[src/rtl/uib_arbiter_pkg.sv]
// ============================================================================
// Module  : uib_pkg
// Brief   : Shared types and defaults for the uib round-robin master arbiter.
// Revision: 1.0 - initial release
// ============================================================================
`default_nettype none

`ifndef MASTER_SIZE
`define MASTER_SIZE 4
`endif

package uib_pkg;

  // Arbiter FSM: IDLE picks, BUSY holds the grant, TURN is the one-cycle gap
  typedef enum logic [1:0] {
    ARB_IDLE = 2'd0,
    ARB_BUSY = 2'd1,
    ARB_TURN = 2'd2
  } arb_state_t;

  localparam int UIB_ARB_TIMEOUT_DEF = 255;

  // Grant index width for a given master count (never zero)
  function automatic int uib_idx_w(input int n);
    return ($clog2(n) > 0) ? $clog2(n) : 1;
  endfunction

endpackage

`default_nettype wire

[src/rtl/uib_arbiter_if.sv]
// ============================================================================
// Module  : uib_arbiter_if
// Brief   : Request/grant bundle between uib masters and the arbiter.
//           slave modport = arbiter side, master modport = requester side.
// Revision: 1.0 - initial release
// ============================================================================
`default_nettype none

interface uib_arbiter_if #(
  parameter int N_MASTER = 4,
  parameter int IDX_W    = 2
);

  logic [N_MASTER-1:0] req_i;
  logic                slave_ready_i;
  logic [N_MASTER-1:0] gnt_o;
  logic [IDX_W-1:0]    gnt_idx_o;
  logic                gnt_valid_o;
  logic                done_o;
  logic                timeout_o;

  modport master (
    output req_i,
    output slave_ready_i,
    input  gnt_o,
    input  gnt_idx_o,
    input  gnt_valid_o,
    input  done_o,
    input  timeout_o
  );

  modport slave (
    input  req_i,
    input  slave_ready_i,
    output gnt_o,
    output gnt_idx_o,
    output gnt_valid_o,
    output done_o,
    output timeout_o
  );

endinterface

`default_nettype wire

[src/rtl/uib_arbiter_rr_pick.sv]
// ============================================================================
// Module  : rr_pick
// Brief   : Combinational round-robin picker. Rotates the request vector so
//           the pointer lands at bit 0, takes the lowest set bit, then rotates
//           the one-hot result back. Index wrap uses an explicit compare so a
//           non-power-of-2 master count is handled correctly.
// Revision: 1.0 - initial release
// ============================================================================
`default_nettype none

module rr_pick #(
  parameter int N_MASTER = 4,
  parameter int IDX_W    = 2
) (
  input  wire logic [N_MASTER-1:0] req,
  input  wire logic [IDX_W-1:0]    ptr,
  output logic      [N_MASTER-1:0] onehot,
  output logic      [IDX_W-1:0]    idx,
  output logic                     any
);

  logic [2*N_MASTER-1:0] w_req_dbl;
  logic [N_MASTER-1:0]   w_req_rot;
  logic [N_MASTER-1:0]   w_oh_rot;
  logic [2*N_MASTER-1:0] w_oh_dbl;
  logic [IDX_W-1:0]      w_enc;
  logic                  w_found;
  logic [IDX_W:0]        w_sum;

  // Rotate, priority-encode from the pointer position, rotate back
  always_comb begin
    w_req_dbl = {req, req} >> ptr;
    w_req_rot = w_req_dbl[N_MASTER-1:0];
    w_enc     = '0;
    w_found   = 1'b0;
    w_oh_rot  = '0;
    for (int i = 0; i < N_MASTER; i++) begin
      if (!w_found && w_req_rot[i]) begin
        w_found     = 1'b1;
        w_enc       = IDX_W'(i);
        w_oh_rot[i] = 1'b1;
      end
    end
    w_oh_dbl = {w_oh_rot, w_oh_rot} << ptr;
    onehot   = w_oh_dbl[2*N_MASTER-1:N_MASTER];
    w_sum    = {1'b0, w_enc} + {1'b0, ptr};
    if (w_sum >= (IDX_W+1)'(N_MASTER)) begin
      w_sum = w_sum - (IDX_W+1)'(N_MASTER);
    end
    idx = w_sum[IDX_W-1:0];
    any = w_found;
  end

endmodule

`default_nettype wire

[src/rtl/uib_arbiter.sv]
// ============================================================================
// Module  : uib_arbiter
// Brief   : Round-robin master arbiter for the uib interconnect. A grant is
//           held until the slave returns ready or the master drops its
//           request, followed by one TURN cycle with no grant.
//           Optional macro UIB_ARB_TIMEOUT_EN adds a forced release after
//           TIMEOUT busy cycles without ready.
// Revision: 1.0 - initial release
// ============================================================================
`default_nettype none

module uib_arbiter
  import uib_pkg::*;
#(
  parameter int N_MASTER = `MASTER_SIZE,
  parameter int IDX_W    = uib_idx_w(N_MASTER),
  parameter int TIMEOUT  = UIB_ARB_TIMEOUT_DEF
) (
  input wire logic     clk,
  input wire logic     rst,
  uib_arbiter_if.slave bus
);

  arb_state_t          r_state;
  arb_state_t          w_state_nxt;

  logic [N_MASTER-1:0] r_gnt;
  logic [IDX_W-1:0]    r_gnt_idx;
  logic                r_gnt_valid;
  logic                r_done;
  logic                r_timeout;
  logic [IDX_W-1:0]    r_rr_ptr;

  logic [N_MASTER-1:0] w_gnt_nxt;
  logic [IDX_W-1:0]    w_gnt_idx_nxt;
  logic                w_done_nxt;
  logic                w_timeout_nxt;
  logic [IDX_W-1:0]    w_rr_ptr_nxt;

  logic [N_MASTER-1:0] w_pick_oh;
  logic [IDX_W-1:0]    w_pick_idx;
  logic                w_pick_any;

  logic                w_req_held;
  logic [IDX_W-1:0]    w_ptr_after;
  logic                w_complete;
  logic                w_abort;
  logic                w_expire;
  logic                w_tmo_hit;

  rr_pick #(
    .N_MASTER (N_MASTER),
    .IDX_W    (IDX_W)
  ) u_rr_pick (
    .req    (bus.req_i),
    .ptr    (r_rr_ptr),
    .onehot (w_pick_oh),
    .idx    (w_pick_idx),
    .any    (w_pick_any)
  );

  assign w_req_held  = bus.req_i[r_gnt_idx];
  // Pointer moves just past the finished master, wrapping by compare
  assign w_ptr_after = (r_gnt_idx == IDX_W'(N_MASTER-1)) ? '0 : r_gnt_idx + IDX_W'(1);

`ifdef UIB_ARB_TIMEOUT_EN
  localparam int TMO_W = (TIMEOUT > 1) ? $clog2(TIMEOUT) : 1;

  logic [TMO_W-1:0] r_tmo_cnt;

  assign w_tmo_hit = (r_tmo_cnt == TMO_W'(TIMEOUT-1));

  // Busy-cycle counter: zero outside BUSY, counts while the grant stays
  always_ff @(posedge clk) begin
    if (rst || r_state != ARB_BUSY) begin
      r_tmo_cnt <= '0;
    end else if (w_state_nxt == ARB_BUSY) begin
      r_tmo_cnt <= r_tmo_cnt + TMO_W'(1);
    end
  end
`else
  // No forced release: BUSY waits for ready or a withdrawn request
  assign w_tmo_hit = 1'b0;
`endif

  // State register
  always_ff @(posedge clk) begin
    if (rst) begin
      r_state <= ARB_IDLE;
    end else begin
      r_state <= w_state_nxt;
    end
  end

  // Next-state logic; withdrawal beats ready, ready beats timeout
  always_comb begin
    w_state_nxt = r_state;
    w_complete  = 1'b0;
    w_abort     = 1'b0;
    w_expire    = 1'b0;
    case (r_state)
      ARB_IDLE: begin
        if (w_pick_any) begin
          w_state_nxt = ARB_BUSY;
        end
      end
      ARB_BUSY: begin
        if (!w_req_held) begin
          w_abort     = 1'b1;
          w_state_nxt = ARB_TURN;
        end else if (bus.slave_ready_i) begin
          w_complete  = 1'b1;
          w_state_nxt = ARB_TURN;
        end else if (w_tmo_hit) begin
          w_expire    = 1'b1;
          w_state_nxt = ARB_TURN;
        end
      end
      ARB_TURN: w_state_nxt = ARB_IDLE;
      default:  w_state_nxt = ARB_IDLE;
    endcase
  end

  // Output logic: next values for the registered grant outputs and pointer
  always_comb begin
    w_gnt_nxt     = '0;
    w_gnt_idx_nxt = '0;
    w_done_nxt    = w_complete;
    w_timeout_nxt = w_expire;
    w_rr_ptr_nxt  = r_rr_ptr;
    if (r_state == ARB_IDLE && w_state_nxt == ARB_BUSY) begin
      w_gnt_nxt     = w_pick_oh;
      w_gnt_idx_nxt = w_pick_idx;
    end else if (r_state == ARB_BUSY && w_state_nxt == ARB_BUSY) begin
      w_gnt_nxt     = r_gnt;
      w_gnt_idx_nxt = r_gnt_idx;
    end
    if (w_complete || w_abort || w_expire) begin
      w_rr_ptr_nxt = w_ptr_after;
    end
  end

  // Grant, pulse and pointer registers
  always_ff @(posedge clk) begin
    if (rst) begin
      r_gnt       <= '0;
      r_gnt_idx   <= '0;
      r_gnt_valid <= 1'b0;
      r_done      <= 1'b0;
      r_timeout   <= 1'b0;
      r_rr_ptr    <= '0;
    end else begin
      r_gnt       <= w_gnt_nxt;
      r_gnt_idx   <= w_gnt_idx_nxt;
      r_gnt_valid <= (w_state_nxt == ARB_BUSY);
      r_done      <= w_done_nxt;
      r_timeout   <= w_timeout_nxt;
      r_rr_ptr    <= w_rr_ptr_nxt;
    end
  end

  assign bus.gnt_o       = r_gnt;
  assign bus.gnt_idx_o   = r_gnt_idx;
  assign bus.gnt_valid_o = r_gnt_valid;
  assign bus.done_o      = r_done;
  assign bus.timeout_o   = r_timeout;

endmodule

`default_nettype wire

[src/flat_wrapper.sv]
// flat-port wrapper written by rule: the top's interface ports become plain ports
module uib_arbiter_flat import uib_pkg::*;
#(
  parameter int N_MASTER = `MASTER_SIZE,
  parameter int IDX_W    = uib_idx_w(N_MASTER),
  parameter int TIMEOUT  = UIB_ARB_TIMEOUT_DEF
)
  (clk, rst, bus_req_i, bus_slave_ready_i, bus_gnt_o, bus_gnt_idx_o, bus_gnt_valid_o, bus_done_o, bus_timeout_o);
  uib_arbiter_if #(.N_MASTER(N_MASTER), .IDX_W(IDX_W)) bus_i ();
  input wire logic clk;
  input wire logic rst;
  input wire logic [$bits(bus_i.req_i)-1:0] bus_req_i;
  input wire logic [$bits(bus_i.slave_ready_i)-1:0] bus_slave_ready_i;
  output wire logic [$bits(bus_i.gnt_o)-1:0] bus_gnt_o;
  output wire logic [$bits(bus_i.gnt_idx_o)-1:0] bus_gnt_idx_o;
  output wire logic [$bits(bus_i.gnt_valid_o)-1:0] bus_gnt_valid_o;
  output wire logic [$bits(bus_i.done_o)-1:0] bus_done_o;
  output wire logic [$bits(bus_i.timeout_o)-1:0] bus_timeout_o;
  assign bus_i.req_i = bus_req_i;
  assign bus_i.slave_ready_i = bus_slave_ready_i;
  assign bus_gnt_o = bus_i.gnt_o;
  assign bus_gnt_idx_o = bus_i.gnt_idx_o;
  assign bus_gnt_valid_o = bus_i.gnt_valid_o;
  assign bus_done_o = bus_i.done_o;
  assign bus_timeout_o = bus_i.timeout_o;
  uib_arbiter #(.N_MASTER(N_MASTER), .IDX_W(IDX_W), .TIMEOUT(TIMEOUT)) u_core (.clk(clk), .rst(rst), .bus(bus_i));
endmodule
[config.mk]
export PLATFORM = sky130hd
export DESIGN_NAME = uib_arbiter_flat
export DESIGN_NICKNAME = d
export VERILOG_FILES = /design/src/rtl/uib_arbiter_pkg.sv /design/src/rtl/uib_arbiter_if.sv /design/src/rtl/uib_arbiter_rr_pick.sv /design/src/rtl/uib_arbiter.sv /design/src/flat_wrapper.sv
export SDC_FILE = /design/constraint.sdc
export NUM_CORES = 1
export LEC_CHECK = 0
export ABC_AREA = 1
export CAP_MARGIN = 20
export CORE_AREA = 2 2 47 49
export DETAILED_ROUTE_END_ITERATION = 12
export DIE_AREA = 0 0 49 51
export PLACE_DENSITY = 0.71
export REMOVE_ABC_BUFFERS = 1
export SLEW_MARGIN = 0
export SYNTH_ARGS = -nofsm -noshare
export SYNTH_HDL_FRONTEND = slang
export SYNTH_SLANG_ARGS = --single-unit
[constraint.sdc]
create_clock -name clk -period 1.6 [get_ports clk]
set_input_delay 0.32 -clock clk [delete_from_list [all_inputs] [get_ports clk]]
set_output_delay 0.32 -clock clk [all_outputs]
set_load 0.005 [all_outputs]
# Word level (Yosys, flattened, before mapping)

Index checks and enable logic that the tools add are counted.

Register bits after elaboration: 12
Input bits: 7

Add/subtract/negate cells: 3
$lt $le $gt $ge: 2
Eq/ne operators: 4
Shift-type cells: 2
Mux-type cells: 27
Reduce and logical (&&, ||, !) cells: 10

Operators with widths:

| operator                                                             | count |
|---|---|
| 2-bit 2-to-1 mux                                                     | 9 |
| 1-bit 2-to-1 mux                                                     | 14 |
| 4-bit 2-to-1 mux                                                     | 2 |
| 8-bit by 2-bit left shift with 8-bit output                          | 1 |
| 8-bit by 2-bit >> shifter with 4-bit output                          | 1 |
| 1-bit logical AND                                                    | 5 |
| 2-bit by 1-bit == test with 1-bit output, second input constant      | 2 |
| 2-bit one-hot mux with 2 select lines                                | 1 |
| 2-bit by 2-bit adder with 3-bit output                               | 1 |
| 3-bit >= comparator, second input constant                           | 1 |
| 1-bit logical NOT                                                    | 3 |
| 2-bit by 3-bit < comparator with 1-bit output, second input constant | 1 |
| 2-bit by 1-bit adder with 2-bit output, second input constant        | 1 |
| 1-bit binary-select mux with 2-bit select                            | 1 |
| 2-bit == test, second input constant                                 | 1 |
| 2-bit logical NOT                                                    | 1 |
| 2-bit by 1-bit != test with 1-bit output, second input constant      | 1 |
| 2-bit by 1-bit subtractor with 2-bit output, second input constant   | 1 |
| 1-bit logical OR                                                     | 1 |

# Logic depth before layout (Yosys ltp)

Gate-level depths: netlist of the first run.

Word-level depth: 17
Depth in mapped cells: 14
Mapped depth without buffers: 13

# Hierarchy

From an unflattened synthesis of the first run, not the netlist that was laid out.

Cells, all modules: 147
Area total of the unflattened synthesis: 1014.7 um^2

Modules (own cells, without submodules):

| module      | instances | cells an instance | area each (um^2) | sequential area each (um^2) |
|---|---|---|---|---|
| uib_arbiter | 1         | 89                | 645.6            | 240.2 |
| rr_pick     | 1         | 58                | 369.1            | 0.0 |

# Least setup slack after synthesis of the first run

No wires, ideal clock.

Kind: register -> register
From: register u_core.r_rr_ptr[0]
To: register u_core.r_gnt_idx[1] (netlist: u_core.bus.gnt_idx_o[1])
Arrival time: 1.596 ns
Setup slack: -0.131 ns
Stages on the path, launching flop included: 13
Path through: dfxtp_1 buf_6 inv_6 nand2_2 nand2_1 o21a_2 nand2_2 o21ai_0 ha_1 xor2_1 nand3b_1 nand3_1 a21oi_1

Cells in the longest elaborated chain, start to end: 16
Elaborated cells on any way between the ends: 25
Those cells by class: add/sub: 2; order compare: 1; eq/ne: 2; shift: 1; mux: 11; reduce/logical: 8

RTL lines:

| item                                                                            | line               | source |
|---|---|---|
| from (decl)                                                                     | uib_arbiter.sv:32  | `logic [IDX_W-1:0] r_rr_ptr;` |
| from (signal assigned)                                                          | uib_arbiter.sv:158 | `r_rr_ptr <= w_rr_ptr_nxt;` |
| branches (longest 16 deep; another with 2-bit by 2-bit adder with 3-bit output) | --                 |  |
| to (signal assigned)                                                            | uib_arbiter.sv:154 | `r_gnt_idx <= w_gnt_idx_nxt;` |
| to (decl)                                                                       | uib_arbiter.sv:28  | `logic [IDX_W-1:0] r_gnt_idx;` |

Several ways; the timed one is not identified.
A chain may end at the register's enable or synchronous reset.

# Worst setup path in the final report of the first run

Ends and elaborated chain as after synthesis.

==> results.py, run 1 <==
metrics = {
    "final_layout": {
        "layout_commonest_cell": "nand2_1",
        "design.final.nets": 163,
        "areaGrowthSynthToFinish_pct": 39.6,
        "num_antenna_cells": 0,
        "drive_above_1_share_pct": 35.9,
        "final_cell_mix": "27 x nand2_1, 15 x buf_4, 14 x nand3_1, 14 x nor2_1",
        "post_route_standard_cell_area_excluding_fillers_um2": 1240,
        "post-route-util_pct": 60.0,
    },
    "worst_setup_path": {
        "ff2ff_setup_slack_ps": -160,
        "critical_path.startpoint": "u_core.r_rr_ptr[0]",
        "timing.critical_path.slowest_cell_delay_ps": 380,
        "endpoint_kind": "flop",
        "critical_path.slowest_cell": "dfxtp_4",
        "worst_path_most_repeated_cell": "nand2_4",
        "setup.worst_path.end": "u_core.bus.gnt_idx_o[1]",
        "length_in_cells_of_the_worst_reg_to_reg_path": 12,
        "worst_ep_required_time_ps": 1800,
        "critical_path.reg2reg.endpoint": "u_core.bus.gnt_idx_o[1]",
        "critical_path.cell_chain": "nand2_1 > nand3_2 > nand2_4 > nand2_4 > nor2_8 > nand2_2 > o21ai_2 > ha_2 > xor2_1 > nand3b_1 > nand3_1 > a21oi_2",
        "critical_path_class": "flop to flop",
        "crit_path_start_kind": "flop",
        "cp_max_fo": 6,
        "worst-endpoint-arrival_ps": 1950,
        "rr_startpoint": "u_core.r_rr_ptr[0]",
    },
    "timing": {
        "layout_setup_ws_ps": -156,
        "unrepaired_setup_endpoints_after_global_routing": "true",
        "layout_worst_path_cycle_share_pct": 110,
        "max_freq_ghz": 0.570,
        "final.min_clock_period_ps": 1760,
        "timing.final.setup_violations": 1,
        "clock-skew-final_ps": 1.94,
        "maxSlewViolCount": 0,
        "timing.final.hold_violations": 0,
    },
    "pwr": {
        "cellLeakagePower_nw": 0.581,
        "vdd_ir_drop_max_mv": 1.06,
        "power_density_nw_per_um2": 1590,
        "design_power_total_mw": 1.97,
    },
    "floorplanning": {
        "die-area_um2": 2500,
        "pin_count": 16,
        "die_height_um": 51,
        "rows": 17,
        "die_w_um": 49,
        "initial_core_util_pct": 43.0,
        "core_area_um2": 2060,
    },
    "route": {
        "first_pass_iters": 4,
        "wl_per_cell_um": 11.7,
        "num_vias": 905,
        "drc_viols": 0,
        "first_iter_violations": 16,
        "routed_via_density": 5.00,
        "totalWireLength_um": 2110,
        "drt.antenna.violating_nets": 0,
    },
    "synth": {
        "postSynth.asyncResetShare_pct": 0,
        "synth_warnings": 0,
        "number_of_cells_produced_by_synthesis": 124,
        "synthDistinctLibCells": 28,
        "seq_area_frac_synth_pct": 27.1,
        "synth_edf_count": 0,
        "synthFlopType": "dfxtp_1",
        "synth.cell_area_um2": 887,
        "synth-seq-cells": 12,
        "syn_area_per_cell_um2": 7.15,
    },
    "grt": {
        "use_met3_pct": 0.877,
        "grt_pass1_wl_um": 3550,
        "grt_overflow_total": 0,
        "use_met2_pct": 35.2,
        "vias_in_the_first_global_route": 813,
        "grt_use_met1_pct": 20.9,
        "overall_global_routing_usage_pct": 18.5,
        "top_usage_layer": "met2",
        "grt_start_max_net_pins": 13,
        "antenna_found_initial": 0,
    },
    "flow_run": {
        "maxCapViolCount": 0,
    },
    "clocking": {
        "root_buffer": "clkbuf_4",
        "tritoncts_clock_tree": "done",
        "clk_pin_slew_ps": 70,
        "clock_sink_count": 12,
        "cts_max_path_buffers": 2,
        "cts_htree_levels": 1,
        "postCtsHoldBufs": 0,
        "insertion_delay_ps": 270,
        "cts-buffers-inserted": 3,
    },
    "placement": {
        "preCtsSetupSlack_ps": -637,
        "detailedPlacementHpwl_um": 1580,
        "placedInstanceArea_um2": 1130,
        "gp_congestion": 0.809,
        "place.port_buffers": 14,
    },
    "worst_hold_path": {
        "hold_path.class": "flop to flop",
    },
    "outcome": {
        "violations": "setup timing",
        "outcome": "complete, but fails checks",
    },
}
cell type report:
class,count,area (µm²)
timing repair buffer,29,250
multi-input combinational,96,616
fill,191,825
sequential,12,246
inverter,12,55.1
clock buffer,4,36.3
tap,28,35.0
stage by stage:
stage / hold WS, ps / TNS, ps / std cells
CTS: 470 / -160 / 180
detailed placement: 460 / -3340 / 175
floorplan: 382 / -265 / 120
global placement: 453 / -3220 / 175
global route: 507 / -798 / 181
finish: 463 / -156 / 181
report_power, final:
group          leakage, nW  total, mW  internal [mW]  switching (mW)
combinational        0.460       1.26          0.580           0.680
clock               0.0210      0.236          0.138          0.0975
sequential           0.100      0.474          0.388          0.0858
flip-flops by register name (all words and copies together) (netlist names):
register / flops
u_core.bus.gnt_idx_o: 2
u_core.r_rr_ptr: 2
u_core.r_state: 2
u_core.bus.done_o: 1
u_core.bus.gnt_valid_o: 1
u_core.bus.gnt_o: 4
synth_stat cells, types with 2 or more instances:
master	instances	area share (%)
buf_6	2	2.5
a21oi_2	2	2.0
inv_1	9	3.8
dfxtp_1	12	27
nand2_2	6	4.2
inv_4	2	1.4
nand3_1	15	8.5
nand2_4	3	3.8
a211oi_1	2	1.7
nand3_2	6	6.8
nor2_1	14	5.9
ha_1	2	2.8
a21oi_1	5	2.8
o21ai_0	2	1.1
nand2_1	29	12
layer usage:
layer / vias to the layer above / wire length (µm)
met1: 415 / 901
met2: 18 / 1090
met5: - / 0
met4: 0 / 41
li1: 464 / -
met3: 8 / 79
timing repair:
item                                    in CTS  in global routing
pin swaps                                    7                 12
endpoints found under the setup margin       7                  9
setup buffers                                1                  1
resized for setup                           16                  8
cells by family after synthesis:
family,synth area share [%]
other,0.423
adders and majority gates,2.82
and+or+nand+nor,49.1
xor gates and xnor gates,0.987
DFF,27.1
AOI/OAI and AO/OA,9.59
buffers and inverters,10.0
critical path, delay by kind of cell, from the launching register on:
family / cells / cell delay (ps)
compound gates: 2 / 180
xor+xnor: 1 / 160
fa+ha+maj: 1 / 190
flops: 1 / 380
simple gates: 8 / 770
worst min path at each step:
stage / startpoint / end / slack [ps] / cells past startpoint
final: u_core.bus.gnt_o[0] / u_core.bus.gnt_o[0] / 460 / 2
after global routing: u_core.bus.gnt_o[1] / u_core.bus.gnt_o[1] / 510 / 2
after CTS: u_core.bus.gnt_o[0] / u_core.bus.gnt_o[0] / 470 / 2
after detailed placement: u_core.bus.gnt_o[0] / u_core.bus.gnt_o[0] / 460 / 2
after global placement: u_core.bus.gnt_o[0] / u_core.bus.gnt_o[0] / 450 / 2
after floorplan: rst / u_core.bus.gnt_o[1] / 380 / 1
Power figures use the tool's default switching activity.
==> run 2: changes to the inputs <==
--- a/config.mk
+++ b/config.mk
@@ -7,10 +7,11 @@
 export LEC_CHECK = 0
 export ABC_AREA = 1
 export CAP_MARGIN = 20
-export CORE_AREA = 2 2 47 49
+export CORE_AREA = 2 2 45 47
 export DETAILED_ROUTE_END_ITERATION = 12
-export DIE_AREA = 0 0 49 51
-export PLACE_DENSITY = 0.71
+export DIE_AREA = 0 0 47 49
+export GPL_TIMING_DRIVEN = 0
+export PLACE_DENSITY = 0.73
 export REMOVE_ABC_BUFFERS = 1
 export SLEW_MARGIN = 0
 export SYNTH_ARGS = -nofsm -noshare
==> constraint.sdc (replaced) <==
create_clock -name clk -period 1.7 [get_ports clk]
set_input_delay 0.34 -clock clk [delete_from_list [all_inputs] [get_ports clk]]
set_output_delay 0.34 -clock clk [all_outputs]
set_load 0.005 [all_outputs]
==> run 2 against run 1 <==
The run still ends with setup timing left. Wire length is 6.7% lower. Sequential power down 4%. Register-to-register slack improved by 100 ps. Cell count fell by 5.5%. Count of clock-buffer cells in the layout decreased by 1. Die area shrank 7.8%. Core utilization rose by 3.6 points. Setup slack better by 100 ps. Total power is 15% lower. Clock skew is 0.84 ps higher.
==> results.py, run 2 (synthesized netlist as in run 1, its figures left out) <==
metrics = {
    "floorplanning": {
        "initial_core_util_pct": 48.2,
        "die_height_um": 49,
        "rows": 16,
        "pin_count": 16,
        "die_w_um": 47,
        "core_area_um2": 1840,
        "die-area_um2": 2300,
    },
    "pwr": {
        "power_density_nw_per_um2": 1420,
        "combPwrFrac_pct": 62.4,
        "power.share.switching_pct": 45.7,
        "cellLeakagePower_nw": 0.523,
        "design_power_total_mw": 1.67,
        "internal_power_component_mw": 0.906,
        "vdd_ir_drop_max_mv": 0.712,
        "p_sw_mw": 0.762,
        "proportion_of_power_drawn_by_the_clock_network_pct": 10.2,
        "share_of_power_burned_in_registers_pct": 27.4,
    },
    "route": {
        "drt.antenna.violating_nets": 0,
        "num_vias": 878,
        "routed_via_density": 5.13,
        "wl_per_cell_um": 11.5,
        "drc_viols": 0,
        "first_iter_violations": 12,
        "first_pass_iters": 4,
        "totalWireLength_um": 1970,
    },
    "grt": {
        "grt_pass1_wl_um": 3260,
        "grt_start_max_net_pins": 13,
        "overall_global_routing_usage_pct": 19.4,
        "vias_in_the_first_global_route": 785,
        "grt_overflow_total": 0,
        "antenna_found_initial": 0,
    },
    "clocking": {
        "root_buffer": "clkbuf_4",
        "clk_pin_slew_ps": 70,
        "tritoncts_clock_tree": "done",
        "clock_sink_count": 12,
        "cts_htree_levels": 1,
        "insertion_delay_ps": 270,
        "cts_max_path_buffers": 2,
        "postCtsHoldBufs": 0,
        "cts-buffers-inserted": 3,
    },
    "worst_setup_path": {
        "critical_path_class": "flop to flop",
        "worst_ep_required_time_ps": 1840,
        "critical_path.cell_chain": "inv_8 > nand2_2 > nand2_1 > o21a_2 > nand2_2 > o21ai_2 > ha_2 > xor2_1 > nand3b_1 > nand3_1 > a21oi_1",
        "crit_path_start_kind": "flop",
        "ff2ff_setup_slack_ps": -50,
        "cp_max_fo": 6,
        "critical_path.slowest_cell": "dfxtp_4",
        "timing.critical_path.slowest_cell_delay_ps": 410,
        "critPathTopFamily": "simple AND/OR/NAND/NOR gates",
        "cp_num_buf_inv": 1,
        "worst_path_most_repeated_cell": "nand2_2",
        "worst-endpoint-arrival_ps": 1890,
        "endpoint_kind": "flop",
    },
    "final_layout": {
        "num_antenna_cells": 0,
        "layout_commonest_cell": "nand2_1",
        "post_route_standard_cell_area_excluding_fillers_um2": 1170,
        "final_cell_mix": "28 x nand2_1, 14 x nand3_1, 14 x nor2_1, 10 x clkdlybuf4s50_1",
        "areaGrowthSynthToFinish_pct": 32.0,
        "largest_register_ffs": 4,
        "design.final.nets": 155,
        "drive_above_1_share_pct": 29.9,
    },
    "outcome": {
        "outcome": "complete, but fails checks",
        "violations": "setup timing",
    },
    "timing": {
        "clock-skew-final_ps": 2.78,
        "maxSlewViolCount": 0,
        "timing.final.setup_violations": 1,
        "final.min_clock_period_ps": 1750,
        "layout_worst_path_cycle_share_pct": 103,
        "layout_setup_ws_ps": -52.2,
        "unrepaired_setup_endpoints_after_global_routing": "true",
        "worst_hold_slack_ps": 466,
        "max_freq_ghz": 0.571,
        "timing.final.hold_violations": 0,
    },
    "placement": {
        "place.port_buffers": 14,
        "detailedPlacementHpwl_um": 1380,
        "placedInstanceArea_um2": 1030,
        "gp_congestion": 0.793,
    },
    "worst_hold_path": {
        "hold_path.class": "flop to flop",
    },
    "flow_run": {
        "maxCapViolCount": 0,
    },
}
-- run 2: layout make-up --
type	instances	area [µm²]
tap	27	33.8
timing repair buffer	21	188
sequential	12	249
multi-input combinational	96	618
inverter	12	60.1
fill	185	671
clock buffer	3	22.5
-- run 2: layer usage --
metal | part of all wire, % | GRT usage, % | up-vias
li1 | - | - | 449
met5 | 0 | 0 | -
met2 | 51 | 30.8 | 17
met3 | 3.6 | 3.70 | 5
met1 | 44 | 25.3 | 407
met4 | 1.7 | 6.94 | 0
-- run 2: through the flow --
stage | cells | utilization, % | setup TNS [ps] | setup WS [ps]
after floorplan | 120 | - | -151 | -151
after global placement | 161 | 55.8 | -2810 | -578
after detailed placement | 161 | 55.8 | -3060 | -614
after CTS | 171 | 61.8 | -57.2 | -57.2
after global routing | 171 | 63.6 | -132 | -132
final | 171 | 63.6 | -52.2 | -52.2
-- run 2: tightest hold or removal path, delay by kind of cell (launching register included) --
family | cells | cell delay, ps
flops | 1 | 310
simple gates | 1 | 60
compound gates | 1 | 50
-- run 2: power groups by stage --
stage | Combinational (mW) | Sequential [mW] | Clock (mW)
floorplan | 0.632 | 0.449 | 0
global placement | 0.842 | 0.457 | 0
detailed placement | 0.859 | 0.461 | 0
CTS | 0.995 | 0.451 | 0.180
global route | 1.14 | 0.468 | 0.194
finish | 1.04 | 0.457 | 0.171
-- run 2: what timing repair did --
action,CTS,global route
endpoints found under the setup margin,6,4
gates resized for setup,17,6
buffers inserted,7,0
pin swaps,6,5
gates cloned,0,0
-- run 2: final timing paths --
check | from | endpoint | cells after the start
setup / recovery | u_core.r_rr_ptr[0] | u_core.bus.gnt_idx_o[1] | 11
hold / removal | u_core.bus.gnt_o[2] | u_core.bus.gnt_o[2] | 2
setup reg to reg | u_core.r_rr_ptr[0] | u_core.bus.gnt_idx_o[1] | 11
hold reg to reg | u_core.bus.gnt_o[2] | u_core.bus.gnt_o[2] | 2
